===== src/rtl/cmsdk_apb3_eg_master_cmd_if.sv =====
// Command-side and APB3-side signal bundle for the APB3 command master.
// The master modport is the controller's view; the slave modport is the view
// of whoever issues commands and models the APB slave.
interface cmsdk_apb3_eg_master_cmd_if #(
  parameter int ADDRWIDTH = 12
);
  logic                 req_valid;
  logic                 req_ready;
  logic                 req_write;
  logic [ADDRWIDTH-1:0] req_addr;
  logic [31:0]          req_wdata;
  logic                 rsp_valid;
  logic                 rsp_ready;
  logic [31:0]          rsp_rdata;
  logic                 rsp_err;
  logic                 busy;

  logic                 PSEL;
  logic [ADDRWIDTH-1:0] PADDR;
  logic                 PENABLE;
  logic                 PWRITE;
  logic [31:0]          PWDATA;
  logic [31:0]          PRDATA;
  logic                 PREADY;
  logic                 PSLVERR;

  modport master (
    input  req_valid, req_write, req_addr, req_wdata, rsp_ready,
    input  PRDATA, PREADY, PSLVERR,
    output req_ready, rsp_valid, rsp_rdata, rsp_err, busy,
    output PSEL, PADDR, PENABLE, PWRITE, PWDATA
  );

  modport slave (
    output req_valid, req_write, req_addr, req_wdata, rsp_ready,
    output PRDATA, PREADY, PSLVERR,
    input  req_ready, rsp_valid, rsp_rdata, rsp_err, busy,
    input  PSEL, PADDR, PENABLE, PWRITE, PWDATA
  );
endinterface


===== src/rtl/cmsdk_apb3_eg_master_cmd.sv =====
// APB3 command master: turns one valid/ready command into one APB3 transfer
// and returns the result on a valid/ready response channel, with an abort
// after TIMEOUT wait cycles.
//
// state  | meaning
// IDLE   | waiting for a command, req_ready high
// SETUP  | APB setup phase, PSEL=1 PENABLE=0, wait counter cleared
// ACCESS | APB access phase, PSEL=1 PENABLE=1 until PREADY or timeout
// RESP   | response presented, held until rsp_ready
module cmsdk_apb3_eg_master_cmd #(
  parameter int ADDRWIDTH = 12,
  parameter int TIMEOUT   = 255
) (
  input  logic PCLK,
  input  logic PRESETn,
  cmsdk_apb3_eg_master_cmd_if.master bus
);

  typedef enum logic [1:0] {IDLE, SETUP, ACCESS, RESP} state_t;

  localparam logic [7:0] TIMEOUT_CNT = 8'(TIMEOUT);

  state_t               state, state_nxt;
  logic [ADDRWIDTH-1:0] paddr_q;
  logic                 pwrite_q;
  logic [31:0]          pwdata_q;
  logic [31:0]          rdata_q;
  logic                 err_q;
  logic [7:0]           wait_cnt;
  logic [7:0]           wait_inc;
  logic                 timeout_hit;

  // The abort fires on the ACCESS cycle whose wait makes the count reach TIMEOUT.
  assign wait_inc = wait_cnt + 8'd1;

  // Next-state decode; PREADY takes priority over the timeout.
  always_comb begin
    state_nxt   = state;
    timeout_hit = 1'b0;
    case (state)
      IDLE:    if (bus.req_valid) state_nxt = SETUP;
      SETUP:   state_nxt = ACCESS;
      ACCESS: begin
        if (bus.PREADY) begin
          state_nxt = RESP;
        end else if (wait_inc == TIMEOUT_CNT) begin
          timeout_hit = 1'b1;
          state_nxt   = RESP;
        end
      end
      RESP:    if (bus.rsp_ready) state_nxt = IDLE;
      default: state_nxt = IDLE;
    endcase
  end

  // State register.
  always_ff @(posedge PCLK or negedge PRESETn) begin
    if (!PRESETn) state <= IDLE;
    else          state <= state_nxt;
  end

  // Command capture, wait counting and response capture.
  always_ff @(posedge PCLK or negedge PRESETn) begin
    if (!PRESETn) begin
      paddr_q  <= '0;
      pwrite_q <= 1'b0;
      pwdata_q <= '0;
      rdata_q  <= '0;
      err_q    <= 1'b0;
      wait_cnt <= '0;
    end else begin
      case (state)
        IDLE: begin
          if (bus.req_valid) begin
            paddr_q  <= bus.req_addr;
            pwrite_q <= bus.req_write;
            pwdata_q <= bus.req_wdata;
          end
        end
        SETUP: wait_cnt <= '0;
        ACCESS: begin
          if (bus.PREADY) begin
            rdata_q <= pwrite_q ? 32'd0 : bus.PRDATA;
            err_q   <= bus.PSLVERR;
          end else begin
            wait_cnt <= wait_inc;
            if (timeout_hit) begin
              rdata_q <= 32'd0;
              err_q   <= 1'b1;
            end
          end
        end
        default: ;
      endcase
    end
  end

  assign bus.PSEL      = (state == SETUP) || (state == ACCESS);
  assign bus.PENABLE   = (state == ACCESS);
  assign bus.PADDR     = paddr_q;
  assign bus.PWRITE    = pwrite_q;
  assign bus.PWDATA    = pwdata_q;
  assign bus.req_ready = (state == IDLE);
  assign bus.rsp_valid = (state == RESP);
  assign bus.rsp_rdata = rdata_q;
  assign bus.rsp_err   = err_q;
  assign bus.busy      = (state != IDLE);

endmodule


===== src/flat_wrapper.sv =====
// flat-port wrapper written by rule: the top's interface ports become plain ports
module cmsdk_apb3_eg_master_cmd_flat 
#(
  parameter int ADDRWIDTH = 12,
  parameter int TIMEOUT   = 255
)
  (PCLK, PRESETn, bus_req_valid, bus_req_write, bus_req_addr, bus_req_wdata, bus_rsp_ready, bus_PRDATA, bus_PREADY, bus_PSLVERR, bus_req_ready, bus_rsp_valid, bus_rsp_rdata, bus_rsp_err, bus_busy, bus_PSEL, bus_PADDR, bus_PENABLE, bus_PWRITE, bus_PWDATA);
  cmsdk_apb3_eg_master_cmd_if #(.ADDRWIDTH(ADDRWIDTH)) bus_i ();
  input  logic PCLK;
  input  logic PRESETn;
  input wire logic [$bits(bus_i.req_valid)-1:0] bus_req_valid;
  input wire logic [$bits(bus_i.req_write)-1:0] bus_req_write;
  input wire logic [$bits(bus_i.req_addr)-1:0] bus_req_addr;
  input wire logic [$bits(bus_i.req_wdata)-1:0] bus_req_wdata;
  input wire logic [$bits(bus_i.rsp_ready)-1:0] bus_rsp_ready;
  input wire logic [$bits(bus_i.PRDATA)-1:0] bus_PRDATA;
  input wire logic [$bits(bus_i.PREADY)-1:0] bus_PREADY;
  input wire logic [$bits(bus_i.PSLVERR)-1:0] bus_PSLVERR;
  output wire logic [$bits(bus_i.req_ready)-1:0] bus_req_ready;
  output wire logic [$bits(bus_i.rsp_valid)-1:0] bus_rsp_valid;
  output wire logic [$bits(bus_i.rsp_rdata)-1:0] bus_rsp_rdata;
  output wire logic [$bits(bus_i.rsp_err)-1:0] bus_rsp_err;
  output wire logic [$bits(bus_i.busy)-1:0] bus_busy;
  output wire logic [$bits(bus_i.PSEL)-1:0] bus_PSEL;
  output wire logic [$bits(bus_i.PADDR)-1:0] bus_PADDR;
  output wire logic [$bits(bus_i.PENABLE)-1:0] bus_PENABLE;
  output wire logic [$bits(bus_i.PWRITE)-1:0] bus_PWRITE;
  output wire logic [$bits(bus_i.PWDATA)-1:0] bus_PWDATA;
  assign bus_i.req_valid = bus_req_valid;
  assign bus_i.req_write = bus_req_write;
  assign bus_i.req_addr = bus_req_addr;
  assign bus_i.req_wdata = bus_req_wdata;
  assign bus_i.rsp_ready = bus_rsp_ready;
  assign bus_i.PRDATA = bus_PRDATA;
  assign bus_i.PREADY = bus_PREADY;
  assign bus_i.PSLVERR = bus_PSLVERR;
  assign bus_req_ready = bus_i.req_ready;
  assign bus_rsp_valid = bus_i.rsp_valid;
  assign bus_rsp_rdata = bus_i.rsp_rdata;
  assign bus_rsp_err = bus_i.rsp_err;
  assign bus_busy = bus_i.busy;
  assign bus_PSEL = bus_i.PSEL;
  assign bus_PADDR = bus_i.PADDR;
  assign bus_PENABLE = bus_i.PENABLE;
  assign bus_PWRITE = bus_i.PWRITE;
  assign bus_PWDATA = bus_i.PWDATA;
  cmsdk_apb3_eg_master_cmd #(.ADDRWIDTH(ADDRWIDTH), .TIMEOUT(TIMEOUT)) u_core (.PCLK(PCLK), .PRESETn(PRESETn), .bus(bus_i));
endmodule

===== config.mk =====
export PLATFORM = sky130hd
export DESIGN_NAME = cmsdk_apb3_eg_master_cmd_flat
export DESIGN_NICKNAME = d
export VERILOG_FILES = /design/src/rtl/cmsdk_apb3_eg_master_cmd_if.sv /design/src/rtl/cmsdk_apb3_eg_master_cmd.sv /design/src/flat_wrapper.sv
export SDC_FILE = /design/constraint.sdc
export NUM_CORES = 1
export LEC_CHECK = 0
export ABC_AREA = 1
export CAP_MARGIN = 20
export CORE_UTILIZATION = 38
export DETAILED_ROUTE_END_ITERATION = 10
export PLACE_DENSITY = 0.84
export SETUP_SLACK_MARGIN = 0.1
export SYNTH_ARGS = -nofsm -noshare
export SYNTH_HDL_FRONTEND = slang
export SYNTH_SLANG_ARGS = --single-unit

===== constraint.sdc =====
create_clock -name PCLK -period 1.8 [get_ports PCLK]
set_clock_uncertainty 0.05 [all_clocks]
set_input_delay 0.36 -clock PCLK [delete_from_list [all_inputs] [get_ports PCLK]]
set_output_delay 0.36 -clock PCLK [all_outputs]
set_load 0.02 [all_outputs]

==> reports/results.ini <==
[sta]
fin_hold_ws_ns = 0.348
relSlewSlack_pct = 65.2
worst_pin_slew_ns = 0.522
timing.fmax_mhz = 556
fin_crit_ns = 1.80
finalWorstSetupSlack_ns = 0.0000679
hold_viol = 0
period_share_pct = 100
slew_violations = 0
grt_setup_unrepaired = true
setup_viol = 0

[global_routing]
grt_pass1_wl_microns = 16000
grt_remaining_overflow = 0
grt_max_degree = 54
track_usage_pct = 20.7
antenna_found_initial = 0
grt_pass1_vias = 3383

[logic_synthesis]
synth_flop_cell = dfrtp_1
yosysSeqAreaShare_pct = 59.3
synth.avg_cell_area_sq_um = 11.1
muxShareOfSynthArea_pct = 13.3
synth_xor_area_share_pct = 0.236
synth_fa_ha_area_share_pct = 2.02
synth-simple-area-share_pct = 18.4
syn-cell-area_sq_um = 3710
yosys_warnings = 0
synth_compound_area_share_pct = 1.79
ys_ff_latch = 88
syn-instance-count = 336
synth_top_family_by_area = simple AND/OR/NAND/NOR gates
synth_area_leaders = dfrtp_1 (59%), mux2_2 (13%), nand2_1 (8.3%)
synth_top_cell_area_share_pct = 59.3
yosys.area.top_type = dfrtp_1
synth.most_common_cell = dfrtp_1
synthArstFlopShare_pct = 100
synth_cell_types = 22
synth_fp_nets = 425
synth_edf_count = 0
synth_common_cells = dfrtp_1 (88), nand2_1 (82), mux2_2 (44)

[worst_setup_path]
worstSetupStartpointType = flip-flop
path_class = flip-flop to flip-flop
critPathBufInv = 1
cp_common_cell = nand2_1
cp.arrival_ns = 1.99
critPathCaptureType = flip-flop
crit_family = simple AND/OR/NAND/NOR gates
cpPeakStageDelay_ns = 0.42
worstPathMaxFanout = 6
critical_path.slowest_cell = dfrtp_1
path_cells = ha_4 -> nand2_4 -> inv_2 -> nand2_1 -> nand2_1 -> nor2_1 -> nand2_1 -> nor2_1 -> nand2_2 -> nand2_8 -> nand2_8 -> nand2_4 -> nand2_2
cp.required_ns = 1.99

[min_path]
hold_class = primary input to async pin

[clock_network]
cts_tree = yes
htree_levels = 3
clock_latency_ns = 0.34
clock-sinks = 88
path_clk_slew_ns = 0.09
cts_buffers = 9
root_buffer = clkbuf_8
cts_buffer_depth = 2

[pwr]
combPwrFrac_pct = 50.5
p_leak_nw = 2.89
finalPower_mw = 9.84
p_clk_share_pct = 15.2
p_seq_share_pct = 34.2
p_int_mw = 5.78
power_switching_mw = 4.06
switching_share_pct = 41.3
ir_drop_uv = 758
p_per_area_nw_per_um2 = 1640

[floorplan]
die_y_microns = 101
initial_core_util_pct = 39.6
fp.coreArea_sq_um = 9370
num_io_pins = 166
dieArea_sq_um = 10200
die_w_microns = 101
row_count = 35

[final_layout]
final_nets = 608
instances_no_fill = 653
syn2layout_area_growth_pct = 61.3
fillers = 786
finish.utilization_pct = 63.9
drive_gt1_share_pct = 27.5
num_antenna_cells = 0

[place]
dp_hpwl_microns = 7310
pre_cts_slack_ns = -0.114
dp_cells = 627
place_congestion = 0.842
port_buffers = 165

[job]
cap_violations = 0

[drt]
drc = 0
drt_iter0_drc = 114
ant_nets = 0
routed_via_density = 4.93
wirelength_microns = 10400
drt_first_pass_iters = 4
vias = 3222
wl_per_cell_microns = 15.9

[outcome]
status = finished clean

==> metrics by stage <==
| stage | instance area (sq um) | TNS [ns] |
|---|---|---|
| after CTS | 5860 | 0 |
| after global routing | 5990 | -5.69 |
| final | 5990 | 0 |
| after detailed placement | 5590 | -2.66 |
| after floorplan | 3720 | 0 |
| after global placement | 5590 | -0.610 |
==> flip-flops by register name, summed over array words and instances (netlist names) <==
register and cells:
u_core.bus.PADDR 12, u_core.bus.PWDATA 32, u_core.bus.PWRITE 1, u_core.bus.rsp_err 1, u_core.bus.rsp_rdata 32, u_core.state 2
u_core.wait_cnt 8
==> routing by layer <==
layer  GRT usage [%]  up-vias  routed length, microns
met4            7.13        0                     156
li1                -     1500                       -
met3            7.07       15                     949
met5               0        -                       0
met1            23.3     1566                    3960
met2            36.5      141                    5310
==> power groups by stage <==
stage                     clock, mW  sequential (mW)  combinational (mW)
after floorplan                   0             4.41                1.68
after global placement            0             3.35                5.19
after detailed placement          0             3.39                5.33
after CTS                      1.56             3.34                4.83
after global routing           1.63             3.48                5.34
final                          1.50             3.37                4.97
==> layout make-up <==
cell class              instances  area, sq um  area share [%]
clock buffers                  10          128            2.13
clock inverters                 6         91.3            1.52
inverters                      22         85.1            1.42
multi-input cells             212         1590            26.5
flip-flops and latches         88         2200            36.8
well taps                     129          161            2.69
repair buffers                186         1730            28.9
==> kinds of logic (layout without fill, tap and decap cells) <==
group,Yosys count,count (layout)
AOI/OAI and AO/OA,12,12
buffers and inverters,40,224
DFF,88,88
adders and majority gates,6,6
xor gates and xnor gates,1,1
and+or+nand+nor,145,149
muxes,44,44
==> worst register-to-register path, delay by kind of cell, from the launching register on <==
family | cells | cell delay, ns
adders and majority gates | 1 | 0.19
buffers and inverters | 1 | 0.03
DFF | 1 | 0.42
and+or+nand+nor | 11 | 1.01
==> worst paths after layout <==
kind,from,endpoint,slack (ns),depth (start not counted)
worst max-delay path,u_core.wait_cnt[0],u_core.bus.rsp_rdata[29],0.00007,13
worst min-delay path,PRESETn,u_core.bus.rsp_rdata[3],0.35,2
worst max register to register,u_core.wait_cnt[0],u_core.bus.rsp_rdata[29],0.00007,13
worst min register to register,u_core.bus.rsp_rdata[7],u_core.bus.rsp_rdata[7],0.42,2
max in group asynchronous,PRESETn,u_core.wait_cnt[0],0.80,3
min in group PCLK,u_core.bus.rsp_rdata[7],u_core.bus.rsp_rdata[7],0.42,2
==> placed cells by master (no fill, tap or decap), drive strengths merged <==
master / n
a21oi: 1
buf: 26
bufinv: 2
clkbuf: 10
clkdlybuf4s50: 81
clkinv: 2
dfrtp: 88
dlygate4sd2: 78
dlygate4sd3: 1
ha: 6
inv: 24
mux2: 44
nand2: 99
nand3: 10
nand4: 32
nor2: 7
o21ai: 6
o22ai: 5
or2: 1
xor2: 1
==> timing repair <==
item,in CTS,in global routing
endpoints found under the hold margin,12,0
gates resized for setup,116,37
pin swaps,2,5
gates cloned,3,1
endpoints found under the setup margin,116,39
setup buffers,6,0
hold buffers,1,0
Note: power is estimated with default switching activity, not from simulation.
